`src/rtl/mbtrain_resp.sv`:
```
// Mainband-training responder: answers the partner's sideband MBTRAIN requests for the five
// substeps and checks the alternating 5555/AAAA mainband pattern in each substep's window.

package SB_codex_pkg;

    // Per-substep codes sit at 1 + 4*index: START_REQ, START_RESP, END_REQ, END_RESP.
    typedef enum logic [4:0] {
        SB_NONE                           = 5'd0,
        MBTRAIN_VALVREF_START_REQ         = 5'd1,
        MBTRAIN_VALVREF_START_RESP        = 5'd2,
        MBTRAIN_VALVREF_END_REQ           = 5'd3,
        MBTRAIN_VALVREF_END_RESP          = 5'd4,
        MBTRAIN_DATAVREF_START_REQ        = 5'd5,
        MBTRAIN_DATAVREF_START_RESP       = 5'd6,
        MBTRAIN_DATAVREF_END_REQ          = 5'd7,
        MBTRAIN_DATAVREF_END_RESP         = 5'd8,
        MBTRAIN_VALTRAINCENTER_START_REQ  = 5'd9,
        MBTRAIN_VALTRAINCENTER_START_RESP = 5'd10,
        MBTRAIN_VALTRAINCENTER_END_REQ    = 5'd11,
        MBTRAIN_VALTRAINCENTER_END_RESP   = 5'd12,
        MBTRAIN_DATATRAINCENTER_START_REQ = 5'd13,
        MBTRAIN_DATATRAINCENTER_START_RESP = 5'd14,
        MBTRAIN_DATATRAINCENTER_END_REQ   = 5'd15,
        MBTRAIN_DATATRAINCENTER_END_RESP  = 5'd16,
        MBTRAIN_LINKSPEED_START_REQ       = 5'd17,
        MBTRAIN_LINKSPEED_START_RESP      = 5'd18,
        MBTRAIN_LINKSPEED_END_REQ         = 5'd19,
        MBTRAIN_LINKSPEED_END_RESP        = 5'd20,
        MBTRAIN_RESULT_REQ                = 5'd21,
        MBTRAIN_RESULT_RESP               = 5'd22
    } SB_msg_t;

endpackage

module mbtrain_resp
    import SB_codex_pkg::*;
#(
    parameter int unsigned CHECK_CYCLES = 64,
    parameter int unsigned ERR_THRESH   = 0,
    parameter int unsigned TIMEOUT_CYC  = 1000
) (
    input  logic        clk_100MHz,
    input  logic        reset,
    input  logic        enable_i,
    input  logic [15:0] MB_dataPins_RX_i,
    input  SB_msg_t     RX_msg_i,
    input  logic        RX_msg_valid_i,
    output logic        RX_msg_req_o,
    output SB_msg_t     TX_msg_o,
    output logic [15:0] TX_data_o,
    output logic        TX_msg_valid_o,
    input  logic        TX_msg_ready_i,
    output logic        MTRAIN_done_o,
    output logic        MTRAIN_err_o
);

    localparam int unsigned ErrW  = $clog2(CHECK_CYCLES + 1);
    localparam int unsigned WaitW = $clog2(TIMEOUT_CYC + 1);

    localparam logic [ErrW-1:0]  ChkLast  = ErrW'(CHECK_CYCLES - 1);
    localparam logic [WaitW-1:0] WaitLast = WaitW'(TIMEOUT_CYC - 1);

    typedef enum logic [3:0] {
        StIdle,
        StWaitStart,
        StSendStart,
        StCheck,
        StWaitRes,
        StSendRes,
        StWaitEnd,
        StSendEnd,
        StDone,
        StError
    } state_e;

    state_e            state_q, state_d;
    logic [2:0]        sub_q, sub_d;
    logic [ErrW-1:0]   chk_cnt_q, chk_cnt_d;
    logic [WaitW-1:0]  wait_cnt_q, wait_cnt_d;
    logic [ErrW-1:0]   err_cnt_q [16];
    logic [ErrW-1:0]   err_cnt_d [16];

    logic              in_wait;
    logic              pop;
    logic              tx_valid;
    logic              tx_fire;
    logic [15:0]       exp_word;
    logic [15:0]       mismatch;
    logic [15:0]       pass_mask;
    SB_msg_t           start_req, start_resp, end_req, end_resp;

    assign start_req  = SB_msg_t'({sub_q, 2'b00} + 5'd1);
    assign start_resp = SB_msg_t'({sub_q, 2'b00} + 5'd2);
    assign end_req    = SB_msg_t'({sub_q, 2'b00} + 5'd3);
    assign end_resp   = SB_msg_t'({sub_q, 2'b00} + 5'd4);

    assign in_wait  = (state_q == StWaitStart) || (state_q == StWaitRes) ||
                      (state_q == StWaitEnd);
    assign tx_valid = (state_q == StSendStart) || (state_q == StSendRes) ||
                      (state_q == StSendEnd);
    assign tx_fire  = tx_valid && TX_msg_ready_i;

    // Even check cycles expect 5555, odd ones AAAA.
    assign exp_word = chk_cnt_q[0] ? 16'hAAAA : 16'h5555;
    assign mismatch = MB_dataPins_RX_i ^ exp_word;

    always_comb begin
        pass_mask = '0;
        for (int i = 0; i < 16; i++) begin
            pass_mask[i] = (32'(err_cnt_q[i]) <= ERR_THRESH);
        end
    end

    always_comb begin
        state_d    = state_q;
        sub_d      = sub_q;
        chk_cnt_d  = chk_cnt_q;
        wait_cnt_d = '0;
        err_cnt_d  = err_cnt_q;
        pop        = 1'b0;

        if (!enable_i) begin
            state_d   = StIdle;
            sub_d     = '0;
            chk_cnt_d = '0;
            for (int i = 0; i < 16; i++) begin
                err_cnt_d[i] = '0;
            end
        end else begin
            // Shared wait handling: pop whenever a message is offered, otherwise run the timeout.
            if (in_wait) begin
                if (RX_msg_valid_i) begin
                    pop = 1'b1;
                end else if (wait_cnt_q >= WaitLast) begin
                    state_d = StError;
                end else begin
                    wait_cnt_d = wait_cnt_q + 1'b1;
                end
            end

            unique case (state_q)
                StIdle: begin
                    state_d = StWaitStart;
                    sub_d   = '0;
                end
                StWaitStart: begin
                    if (pop) state_d = (RX_msg_i == start_req) ? StSendStart : StError;
                end
                StSendStart: begin
                    if (tx_fire) begin
                        state_d   = StCheck;
                        chk_cnt_d = '0;
                        for (int i = 0; i < 16; i++) begin
                            err_cnt_d[i] = '0;
                        end
                    end
                end
                StCheck: begin
                    for (int i = 0; i < 16; i++) begin
                        if (mismatch[i] && (err_cnt_q[i] != '1)) begin
                            err_cnt_d[i] = err_cnt_q[i] + 1'b1;
                        end
                    end
                    if (chk_cnt_q == ChkLast) begin
                        state_d = StWaitRes;
                    end else begin
                        chk_cnt_d = chk_cnt_q + 1'b1;
                    end
                end
                StWaitRes: begin
                    if (pop) state_d = (RX_msg_i == MBTRAIN_RESULT_REQ) ? StSendRes : StError;
                end
                StSendRes: begin
                    if (tx_fire) state_d = StWaitEnd;
                end
                StWaitEnd: begin
                    if (pop) state_d = (RX_msg_i == end_req) ? StSendEnd : StError;
                end
                StSendEnd: begin
                    if (tx_fire) begin
                        if (sub_q == 3'd4) begin
                            state_d = StDone;
                        end else begin
                            state_d = StWaitStart;
                            sub_d   = sub_q + 3'd1;
                        end
                    end
                end
                StDone:  state_d = StDone;
                StError: state_d = StError;
                default: state_d = StIdle;
            endcase
        end
    end

    always_comb begin
        RX_msg_req_o   = pop;
        TX_msg_valid_o = tx_valid;
        TX_msg_o       = SB_NONE;
        TX_data_o      = '0;
        MTRAIN_done_o  = (state_q == StDone);
        MTRAIN_err_o   = (state_q == StError);
        unique case (state_q)
            StSendStart: TX_msg_o = start_resp;
            StSendRes: begin
                TX_msg_o  = MBTRAIN_RESULT_RESP;
                TX_data_o = pass_mask;
            end
            StSendEnd:   TX_msg_o = end_resp;
            default:     TX_msg_o = SB_NONE;
        endcase
    end

    always_ff @(posedge clk_100MHz or negedge reset) begin
        if (!reset) begin
            state_q    <= StIdle;
            sub_q      <= '0;
            chk_cnt_q  <= '0;
            wait_cnt_q <= '0;
            for (int i = 0; i < 16; i++) begin
                err_cnt_q[i] <= '0;
            end
        end else begin
            state_q    <= state_d;
            sub_q      <= sub_d;
            chk_cnt_q  <= chk_cnt_d;
            wait_cnt_q <= wait_cnt_d;
            for (int i = 0; i < 16; i++) begin
                err_cnt_q[i] <= err_cnt_d[i];
            end
        end
    end

endmodule
```
`config.mk`:
```
export PLATFORM = sky130hd
export DESIGN_NAME = mbtrain_resp
export DESIGN_NICKNAME = d
export VERILOG_FILES = /design/src/rtl/mbtrain_resp.sv
export SDC_FILE = /design/constraint.sdc
export NUM_CORES = 1
export LEC_CHECK = 0
export ABC_AREA = 1
export CORE_UTILIZATION = 54
export DETAILED_ROUTE_END_ITERATION = 16
export PLACE_DENSITY = 0.77
export SLEW_MARGIN = 20
export SYNTH_ARGS = -nofsm -noshare
export SYNTH_HDL_FRONTEND = slang
export SYNTH_SLANG_ARGS = --single-unit
```
`constraint.sdc`:
```
create_clock -name clk_100MHz -period 1.5 [get_ports clk_100MHz]
set_input_delay 0.3 -clock clk_100MHz [delete_from_list [all_inputs] [get_ports clk_100MHz]]
set_output_delay 0.3 -clock clk_100MHz [all_outputs]
set_load 0.01 [all_outputs]
```
==> results of run 1 <==
==> cells by family after synthesis <==
logic type | Yosys count | synth area share
adder cells (fa/ha/maj) | 36 | 0.0556
other | 1 | 0.000463
XOR/XNOR | 25 | 0.0270
flip-flops | 136 | 0.420
buffers and inverters | 186 | 0.0927
AND/OR/NAND/NOR | 506 | 0.275
AO/OA/AOI/OAI | 199 | 0.129
==> stage by stage <==
stage	TNS (ps)	hold slack [ps]
after floorplan	-1760	4.41
after global placement	-50520	233
after detailed placement	-54390	235
after CTS	-49410	356
==> layer usage <==
layer  GRT overflow  global-route usage
met1              6               0.849
met2            472                1.13
met3              5               0.698
met4            183                1.03
met5              4               0.193
==> what timing repair did <==
action	CTS
pin swaps	41
hold buffers	1
endpoints found under the setup margin	160
resized for setup	437
endpoints found under the hold margin	29
gates cloned	9
buffers inserted	32
==> results.tsv, run 1 <==
metric	value	unit
ys_ff_latch	136	
synth.top_cell.area_share	0.420	
syn_inst	1089	
error_line	[ERROR GRT-0232] Routing congestion too high. Check the congestion heatmap in the GUI.	
synth.distinct_cells	41	
clock_path_buffers	2	
synth_async_sr_flop_share	1.00	
place_ws	-554	ps
outcome	aborted with a tool error	
ys.flop_type	dfrtp_1	
endpoint_type	output port	
place_hpwl	15800	microns
placed_cell_area	0.0109	sq mm
yosysTopAreaCell	dfrtp_1	
ioPinCount	51	
numCtsBuffers	17	
h-tree-depth	4	
seq_area_frac_synth	0.420	
grt_usage	0.902	
grt_max_degree	36	
ys_top_cells_by_count	216 x nand2_1, 160 x inv_1, 136 x dfrtp_1	
avgSynthCellArea	7.43	sq um
synth_edf_count	0	
die_w	124	microns
port-buffer-count	49	
clock_sinks	136	
stop_stage	global routing (5_1_grt)	
placed_cells	1533	
synth.most_common_cell	nand2_1	
yosys_warnings	0	
place_congestion	0.915	
crit_endpoint	TX_data_o[9]	
overflow	670	
syn-num-nets	1151	
synthesis.area	0.00810	sq mm
start_util	0.555	
synth.area.top_cells	dfrtp_1 42%, nand2_1 10%, inv_1 7.4%	
die_h	124	microns
rows	44	
clockRootBuffer	clkbuf_16	
==> run 2: changes to the inputs <==
--- a/config.mk
+++ b/config.mk
@@ -6,9 +6,9 @@
 export NUM_CORES = 1
 export LEC_CHECK = 0
 export ABC_AREA = 1
-export CORE_UTILIZATION = 54
+export CORE_UTILIZATION = 40
 export DETAILED_ROUTE_END_ITERATION = 16
-export PLACE_DENSITY = 0.77
+export PLACE_DENSITY_LB_ADDON = 0.15
 export SLEW_MARGIN = 20
 export SYNTH_ARGS = -nofsm -noshare
 export SYNTH_HDL_FRONTEND = slang
==> constraint.sdc (replaced) <==
create_clock -name clk_100MHz -period 1.95 [get_ports clk_100MHz]
set_input_delay 0.39 -clock clk_100MHz [delete_from_list [all_inputs] [get_ports clk_100MHz]]
set_output_delay 0.39 -clock clk_100MHz [all_outputs]
set_load 0.01 [all_outputs]
==> run 2 against run 1 <==
  * The flow now finishes, with violations (setup timing)
  * Area after synthesis is the same
  * Synthesized cell count is the same
==> results.tsv, run 2 <==
metric	value	unit	change
clockRootBuffer	clkbuf_16		unchanged
fin_cells	1556		
synth.most_common_cell	nand2_1		unchanged
critPathCaptureType	register		
grt_pass1_vias	7108		
setup_slack	-183	ps	
area_growth	51.6	%	
startpoint	state_q[2]$_DFF_PN0_		
synth_async_sr_flop_share	1.00		unchanged
placed_cell_area	0.00961	sq mm	was 0.0109 sq mm
outcome	complete, but fails checks		was aborted with a tool error
ant_nets	0		
violations	setup timing		
start_util	0.412		was 0.555
placed_cells	1478		was 1533
antennaDiodeCount	0		
port-buffer-count	49		unchanged
die_h	144	microns	was 124 microns
synthesis.area	0.00810	sq mm	unchanged
multi_input_area	0.00530	sq mm	
relSlewSlack	0.583		
ys.flop_type	dfrtp_1		unchanged
power_leakage	5.46	nW	
arrival	2470	ps	
dieArea	0.0208	sq mm	
synth.area.top_cells	dfrtp_1 42%, nand2_1 10%, inv_1 7.4%		unchanged
synth.top_cell.area_share	0.420		unchanged
drt_wl_total	23100	microns	
reg2reg_from	state_q[2]$_DFF_PN0_		
regMostFlops	err_cnt_q		
nets	1344		
largest_register_ff_count	112		
period_needed	2130	ps	
synth.distinct_cells	41		unchanged
h-tree-depth	4		unchanged
clock_path_buffers	2		unchanged
fill_cells	1678		
die_w	144	microns	was 124 microns
antenna_found_initial	0		
power.density	561	mW/mm^2	
cts_tree	built		
skew	6.48	ps	
reg2reg_depth	13		
ys_ff_latch	136		unchanged
crit_path_start_kind	register		
path_clk_slew	60	ps	
wl_per_cell	14.8	microns	
grt_max_degree	43		
grt_usage	0.208		
core	0.0197	sq mm	
rows	51		was 44
finalHoldViolCount	0		
drc_errors	0		
syn-num-nets	1151		unchanged
period_share	1.09		
worst_skew_pair.late_latency	420	ps	
ioPinCount	51		unchanged
dr_total_vias	7782		
synth_edf_count	0		unchanged
setup_viol	93		
maxCapViolCount	0		
final_common_cell	nand2_1		
drt_first_pass_iters	5		
worst_hold_slack	465	ps	
overflow	0		
crit_type	register to register		
most-common-layout-cells	164 x nand2_1, 150 x inv_1, 136 x dfrtp_1		
seq_area_frac_synth	0.420		unchanged
numCtsBuffers	17		unchanged
final_area	0.0123	sq mm	
rsz0062_at_grt	true		
seqCellArea	0.00340	sq mm	
path_max_fanout	8		
max-vdd-ir-drop	0.660	mV	
yosysTopAreaCell	dfrtp_1		unchanged
routed_via_density	5.00		
crit_required	2280	ps	
yosys_warnings	0		unchanged
hold_class	input pin to async pin		
grt_pass1_wl	33600	microns	
syn_inst	1089		unchanged
setup-tns-final	-5600	ps	
worst_pin_slew	620	ps	
ys_top_cells_by_count	216 x nand2_1, 160 x inv_1, 136 x dfrtp_1		unchanged
fmax	0.469	GHz	
drive_gt1_frac	0.334		
place_hpwl	14000	microns	was 15800 microns
reg_top3	err_cnt_q (112), wait_cnt_q (10), chk_cnt_q (7)		
place_congestion	0.845		was 0.915
clock_sinks	136		unchanged
drtIter0Drc	358		
maxSlewViolCount	0		
avgSynthCellArea	7.43	sq um	unchanged
==> run 2: power breakdown <==
| group | total, mW | switching (mW) | internal, mW | leakage (nW) |
|---|---|---|---|---|
| Clock | 3.11 | 1.16 | 1.95 | 0.272 |
| Combinational | 0.945 | 0.529 | 0.416 | 3.29 |
| Sequential | 2.84 | 0.00610 | 2.83 | 1.90 |
==> run 2: what timing repair did <==
item / in CTS / in global routing
hold buffers: 1 / 0
resized for setup: 150 / 394
endpoints found under the hold margin: 38 / 0
pin swaps: 8 / 58
setup buffers: 2 / 36
cloned: 1 / 12
endpoints found under the setup margin: 24 / 131
==> run 2: worst paths after layout <==
check / end / slack (ps)
min in group clk_100MHz: wait_cnt_q[0]$_DFF_PN0_ / 470
worst max register to register: err_cnt_q[105]$_DFFE_PN0P_ / -180
max in group asynchronous: err_cnt_q[50]$_DFFE_PN0P_ / 900
worst min register to register: wait_cnt_q[0]$_DFF_PN0_ / 470
worst max-delay path: err_cnt_q[105]$_DFFE_PN0P_ / -180
worst min-delay path: wait_cnt_q[3]$_DFF_PN0_ / 470
==> run 2: cell type report <==
cell class                      instances  area share
Multi-Input combinational cell        770       0.432
Tap cell                              265      0.0270
Clock buffer                           24      0.0392
Timing Repair Buffer                  189       0.164
Timing Repair inverter                  1    0.000612
Sequential cell                       136       0.277
Clock inverter                          4     0.00571
Inverter                              167      0.0541
==> run 2: through the flow <==
stage          total power, mW  setup WS, ps  utilization
6_report                  6.89          -183        0.624
4_1_cts                   6.60          -173        0.525
3_3_place_gp              3.45          -174        0.489
2_1_floorplan             3.13          95.0            -
3_5_place_dp              3.45          -176        0.489
5_1_grt                   7.14          -241        0.624
==> run 2: logic make-up (layout without fill, tap and decap cells) <==
| family | Yosys count | after routing | synth area share |
|---|---|---|---|
| AO/OA/AOI/OAI | 199 | 199 | 0.129 |
| XOR/XNOR | 25 | 25 | 0.0270 |
| adder cells (fa/ha/maj) | 36 | 36 | 0.0556 |
| buffers and inverters | 186 | 385 | 0.0927 |
| flip-flops | 136 | 136 | 0.420 |
| other | 1 | 1 | 0.000463 |
| AND/OR/NAND/NOR | 506 | 509 | 0.275 |
==> run 2: critical path, cell delays in order (launching register included) <==
cell      delay [ps]
dfrtp_1          390
buf_6            140
nor2_4           180
buf_6            130
o211ai_1          90
buf_4            170
nand2_8          140
buf_16           200
buf_12           120
inv_6             30
nor2_4           110
buf_6            140
o21ai_2           50
a21oi_1          150
==> run 2: routing by layer <==
metal | global-route usage | part of all wire | up-vias
met3 | 0.0457 | 0.028 | 33
met2 | 0.339 | 0.50 | 109
li1 | - | - | 3939
met5 | 0 | 0 | -
met4 | 0.0521 | 0.019 | 0
met1 | 0.279 | 0.45 | 3701
Power figures use the tool's default switching activity.
==> run 3: changes to the inputs <==
--- a/config.mk
+++ b/config.mk
@@ -8,6 +8,7 @@
 export ABC_AREA = 1
 export CORE_UTILIZATION = 40
 export DETAILED_ROUTE_END_ITERATION = 16
+export DONT_BUFFER_PORTS = 1
 export PLACE_DENSITY_LB_ADDON = 0.15
 export SLEW_MARGIN = 20
 export SYNTH_ARGS = -nofsm -noshare
==> run 3 against run 2 <==
  * The run ends with hold timing, setup timing left
  * Core utilization down 13 points
  * Routed wire length is 18% lower
  * Via count down 9.1%
  * Setup slack improved by 79 ps
  * Die area unchanged
  * Count of clock-buffer cells in the layout fell by 4
  * Critical endpoint is now TX_data_o[15]
==> results.tsv, run 3 (synthesis results as in run 2) <==
metric	value	unit	change
worst_hold_slack	-342	ps	was 465 ps
grt_pass1_vias	6813		was 7108
max-vdd-ir-drop	0.604	mV	was 0.660 mV
worst_skew_pair.late_latency	430	ps	was 420 ps
nets	1197		was 1344
critPathMostFrequentCell	nor2_4		was buf_6
outcome	complete, but fails checks		unchanged
ant_nets	0		unchanged
drive_gt1_frac	0.140		was 0.334
place_hpwl	12500	microns	was 14000 microns
ff2ff_setup_slack	120	ps	was -180 ps
regMostFlops	err_cnt_q		unchanged
place_congestion	0.858		was 0.845
area_growth	20.2	%	was 51.6%
clock_path_buffers	2		unchanged
crit_type	register to output pin		was register to register
wl_per_cell	13.4	microns	was 14.8 microns
antennaDiodeCount	0		unchanged
path_cells	nor2_4 > inv_2 > nor2_4 > buf_6 > inv_12 > nor4_4 > buf_4		was buf_6 > nor2_4 > buf_6 > o211ai_1 > buf_4 > nand2_8 > buf_16 > buf_12 > inv_6 > nor2_4 > buf_6 > o21ai_2 > a21oi_1
maxSlewViolCount	0		unchanged
total_power	6.82	mW	was 6.89 mW
dr_total_vias	7072		was 7782
drt_wl_total	19000	microns	was 23100 microns
antenna_found_initial	0		unchanged
violations	hold timing, setup timing		was setup timing
drtIter0Drc	402		was 358
numCtsBuffers	17		unchanged
dieArea	0.0208	sq mm	unchanged
drt_first_pass_iters	5		unchanged
grt_max_degree	137		was 43
fmax	0.487	GHz	was 0.469 GHz
reg_top3	err_cnt_q (112), wait_cnt_q (10), chk_cnt_q (7)		unchanged
h-tree-depth	4		unchanged
crit_path_start_kind	register		unchanged
grt_usage	0.199		was 0.208
rsz0062_at_grt	true		unchanged
relSlewSlack	0.604		was 0.583
core	0.0197	sq mm	unchanged
die_w	144	microns	unchanged
rows	51		unchanged
setup_viol	15		was 93
drc_errors	0		unchanged
ioPinCount	51		unchanged
slowest_stage	dfrtp_1		unchanged
die_h	144	microns	unchanged
cts_tree	built		unchanged
grt_pass1_wl	31900	microns	was 33600 microns
worst_pin_slew	588	ps	was 620 ps
final_common_cell	nand2_1		unchanged
hold_class	input pin to async pin		unchanged
period_share	1.05		was 1.09
routed_via_density	5.00		about the same
crit_path_max_incr_delay	410	ps	was 390 ps
maxCapViolCount	0		unchanged
critPathCaptureType	output pin		was register
most-common-layout-cells	204 x nand2_1, 156 x inv_1, 135 x dfrtp_1		was 164 x nand2_1, 150 x inv_1, 136 x dfrtp_1
start_util	0.412		unchanged
final_area	0.00973	sq mm	was 0.0123 sq mm
clock_sinks	136		unchanged
skew	9.52	ps	was 6.48 ps
period_needed	2050	ps	was 2130 ps
path_max_fanout	9		was 8
setup_slack	-105	ps	was -183 ps
finalHoldViolCount	136		was 0
overflow	0		unchanged
port-buffer-count	0		was 49
power_leakage	4.41	nW	was 5.46 nW
largest_register_ff_count	112		unchanged
power.density	701	mW/mm^2	was 561 mW/mm^2
clockRootBuffer	clkbuf_16		unchanged
path_clk_slew	60	ps	about the same
arrival	1660	ps	was 2470 ps
placed_cell_area	0.00860	sq mm	was 0.00961 sq mm
crit_required	1560	ps	was 2280 ps
-- run 3: changes by cell type in the layout (fill, tap and decap cells not counted), sizes merged, moves of 3 or more --
cell / change
clkbuf: -12
clkinv: +3
nand2: -3
clkdlybuf4s50: -24
bufinv: +3
buf: -110
-- run 3: final cells by class --
class | count | area [sq um]
clock buffer | 20 | 467
clock inverter | 12 | 195
fill | 1949 | 9920
inverter | 167 | 642
multi-input combinational | 767 | 4260
sequential | 136 | 3400
tap | 265 | 332
timing repair buffer | 45 | 417
timing repair inverter | 1 | 16.3
-- run 3: worst paths after layout --
check / from / to / cells after the start
setup / recovery: state_q[1]$_DFF_PN0_ / TX_data_o[15] / 7
hold / removal: reset / wait_cnt_q[2]$_DFF_PN0_ / 0
setup reg to reg: state_q[0]$_DFF_PN0_ / err_cnt_q[33]$_DFFE_PN0P_ / 8
hold reg to reg: wait_cnt_q[0]$_DFF_PN0_ / wait_cnt_q[0]$_DFF_PN0_ / 1
max in group asynchronous: reset / err_cnt_q[10]$_DFFE_PN0P_ / 0
min in group clk_100MHz: enable_i / state_q[3]$_DFF_PN0_ / 2
-- run 3: what timing repair did --
action,4_1_cts,5_1_grt
cloned,1,0
setup endpoints to repair,21,31
resized for setup,55,38
pin swaps,3,4
endpoints found under the hold margin,136,136
buffers inserted,7,3
-- run 3: where the power goes --
group          internal [mW]  total, mW  leakage [nW]  switching (mW)
clock network           2.37       3.61         0.326            1.24
logic                  0.126      0.374          2.19           0.248
registers               2.83       2.84          1.90         0.00827
total                   5.32       6.82          4.41            1.50
-- run 3: worst max-delay path, delay by kind of cell, from the launching register on --
| kind | cells | cell delay, ps |
|---|---|---|
| and+or+nand+nor | 3 | 400 |
| DFF | 1 | 410 |
| buffers and inverters | 4 | 420 |
-- run 3: layer usage --
metal / GRT usage / share of wire / vias up
li1: - / - / 3625
met1: 0.254 / 0.48 / 3308
met2: 0.331 / 0.47 / 113
met3: 0.0417 / 0.038 / 26
met4: 0.0715 / 0.017 / 0
met5: 0 / 0 / -
-- run 3: metrics by stage --
stage               instances   util  setup TNS (ps)  worst slack [ps]
CTS                      1410  0.486            -944             -80.7
floorplan                1089      -               0              95.0
global placement         1370  0.438               0               119
global route             1413  0.495           -2100              -163
detailed placement       1370  0.438               0              94.5
finish                   1413  0.495            -886              -105
==> run 4: changes to the inputs <==
--- a/config.mk
+++ b/config.mk
@@ -6,10 +6,12 @@
 export NUM_CORES = 1
 export LEC_CHECK = 0
 export ABC_AREA = 1
+export CAP_MARGIN = 15
 export CORE_UTILIZATION = 40
 export DETAILED_ROUTE_END_ITERATION = 16
 export DONT_BUFFER_PORTS = 1
 export PLACE_DENSITY_LB_ADDON = 0.15
+export SKIP_CTS_REPAIR_TIMING = 1
 export SLEW_MARGIN = 20
 export SYNTH_ARGS = -nofsm -noshare
 export SYNTH_HDL_FRONTEND = slang
==> run 4 against run 3 <==
  * The run still ends with hold timing, setup timing left
  * Design area grew 2.0%
  * Fmax shrank 2.4%
  * First-iteration DRC count down 7.7%
  * Sequential share of layout area shrank 0.68 points
  * Largest power group unchanged
  * Clock power hardly changed
  * Global-route usage decreased by 0.68 points
==> results.tsv, run 4 (synthesis results as in run 2) <==
metric	value	unit	change
violations	hold timing, setup timing		unchanged
maxUsedRoutingLayer	met4		unchanged
setup_slack	-156	ps	was -105 ps
fmax	0.475	GHz	was 0.487 GHz
setup_viol	17		was 15
wl_met1	9370	microns	was 9070 microns
intPower	5.35	mW	was 5.32 mW
slowest_stage	dfrtp_2		was dfrtp_1
power_leakage	4.47	nW	was 4.41 nW
crit_type	register to output pin		unchanged
dr_total_vias	7154		was 7072
power.density	692	mW/mm^2	was 701 mW/mm^2
skew	8.45	ps	was 9.52 ps
power.share.clock	0.525		was 0.529
drive_gt1_frac	0.159		was 0.140
clockRootBuffer	clkbuf_16		unchanged
final_util	0.505		was 0.495
grt_usage	0.192		was 0.199
most-common-layout-cells	196 x nand2_1, 156 x inv_1, 134 x dfrtp_1		was 204 x nand2_1, 156 x inv_1, 135 x dfrtp_1
reg_top3	err_cnt_q (112), wait_cnt_q (10), chk_cnt_q (7)		unchanged
wl_met3	727	microns	was 717 microns
rows	51		unchanged
drt_first_pass_iters	4		was 5
worst_pin_slew	589	ps	was 588 ps
outcome	complete, but fails checks		unchanged
ant_nets	0		unchanged
maxSlewViolCount	0		unchanged
clock_sinks	136		unchanged
start_util	0.412		unchanged
ioPinCount	51		unchanged
wl_met2	9350	microns	was 8890 microns
p_seq_frac	0.414		was 0.416
place_hpwl	12500	microns	unchanged
crit_path_max_incr_delay	400	ps	was 410 ps
antenna_found_initial	0		unchanged
place_ws	94.5	ps	unchanged
crit_required	1560	ps	about the same
routed_via_density	5.03		was 5.00
largest_register_ff_count	112		unchanged
path_cells	inv_2 > nor2_4 > inv_2 > nor2_4 > buf_6 > inv_8 > nor4_4 > buf_4		was nor2_4 > inv_2 > nor2_4 > buf_6 > inv_12 > nor4_4 > buf_4
area_growth	22.6	%	was 20.2%
switching_share	0.221		was 0.220
max-vdd-ir-drop	0.600	mV	was 0.604 mV
total_power	6.87	mW	was 6.82 mW
relSlewSlack	0.604		about the same
finalHoldViolCount	136		unchanged
antennaDiodeCount	0		unchanged
crit_path_start_kind	register		unchanged
combPwrFrac	0.061		was 0.055
dieArea	0.0208	sq mm	unchanged
worst_skew_pair.late_latency	430	ps	about the same
path_clk_slew	60	ps	about the same
die_h	144	microns	unchanged
hold_class	input pin to async pin		unchanged
grt_max_degree	137		unchanged
h-tree-depth	4		unchanged
critPathCaptureType	output pin		unchanged
grt_pass1_vias	6636		was 6813
clock_path_buffers	2		unchanged
arrival	1720	ps	was 1660 ps
drtIter0Drc	371		was 402
grt_pass1_wl	31000	microns	was 31900 microns
nets	1206		was 1197
numCtsBuffers	17		unchanged
rsz0062_at_grt	true		unchanged
drc_errors	0		unchanged
worst_hold_slack	-342	ps	about the same
setup-tns-final	-1710	ps	was -886 ps
netSwitchingPower	1.52	mW	was 1.50 mW
core	0.0197	sq mm	unchanged
period_share	1.08		was 1.05
die_w	144	microns	unchanged
path_max_fanout	9		unchanged
cts_tree	built		unchanged
wl_per_cell	13.9	microns	was 13.4 microns
overflow	0		unchanged
port-buffer-count	0		unchanged
drt_wl_total	19700	microns	was 19000 microns
maxCapViolCount	0		unchanged
place_congestion	0.858		unchanged
final_common_cell	nand2_1		unchanged
regMostFlops	err_cnt_q		unchanged
period_needed	2110	ps	was 2050 ps
==> run 4: cell types whose count changed in the layout (fill, tap and decap cells not counted), sizes merged <==
cell	previous run	this run
buf	45	49
clkbuf	20	24
clkinvlp	1	2
==> run 4: worst max-delay path: cells and delay by family (launching register included) <==
| kind | cells | cell delay, ps |
|---|---|---|
| buffers and inverters | 5 | 490 |
| flip-flops | 1 | 400 |
| AND/OR/NAND/NOR | 3 | 400 |
==> run 4: final timing paths <==
path	slack, ps	end	from	depth (start not counted)
setup / recovery	-160	TX_data_o[15]	state_q[0]$_DFF_PN0_	8
hold reg to reg	460	wait_cnt_q[0]$_DFF_PN0_	wait_cnt_q[0]$_DFF_PN0_	1
min in group clk_100MHz	80	state_q[3]$_DFF_PN0_	enable_i	2
hold / removal	-340	wait_cnt_q[2]$_DFF_PN0_	reset	0
max in group asynchronous	2050	err_cnt_q[69]$_DFFE_PN0P_	reset	0
setup reg to reg	10	err_cnt_q[55]$_DFFE_PN0P_	state_q[3]$_DFF_PN0_	10
==> run 4: cell type report <==
| class | instances | area [sq um] |
|---|---|---|
| flip-flops and latches | 136 | 3410 |
| repair buffers | 53 | 534 |
| fillers | 1934 | 9730 |
| clock inverters | 12 | 195 |
| repair inverters | 2 | 18.8 |
| clock buffers | 20 | 467 |
| well taps | 265 | 332 |
| inverters | 167 | 639 |
| multi-input cells | 767 | 4330 |
==> run 4: power groups by stage <==
stage | Combinational [mW] | Sequential [mW] | Clock (mW)
finish | 0.420 | 2.84 | 3.61
global route | 0.464 | 2.84 | 3.80
CTS | 0.320 | 2.84 | 3.69
detailed placement | 0.318 | 2.89 | 0
global placement | 0.320 | 2.89 | 0
floorplan | 0.239 | 2.89 | 0
==> run 4: metal layers <==
layer  vias up  GRT usage
met3        20     0.0397
met4         0     0.0637
met2       106      0.319
met5         -          0
met1      3385      0.248
li1       3643          -
==> run 4: through the flow <==
step | hold slack [ps] | cells | cell area, sq um
final | -342 | 1422 | 9930
after global placement | 98.7 | 1370 | 8600
after global routing | -363 | 1422 | 9930
after detailed placement | 99.5 | 1370 | 8600
after floorplan | 94.4 | 1089 | 8100
after CTS | -361 | 1402 | 9270
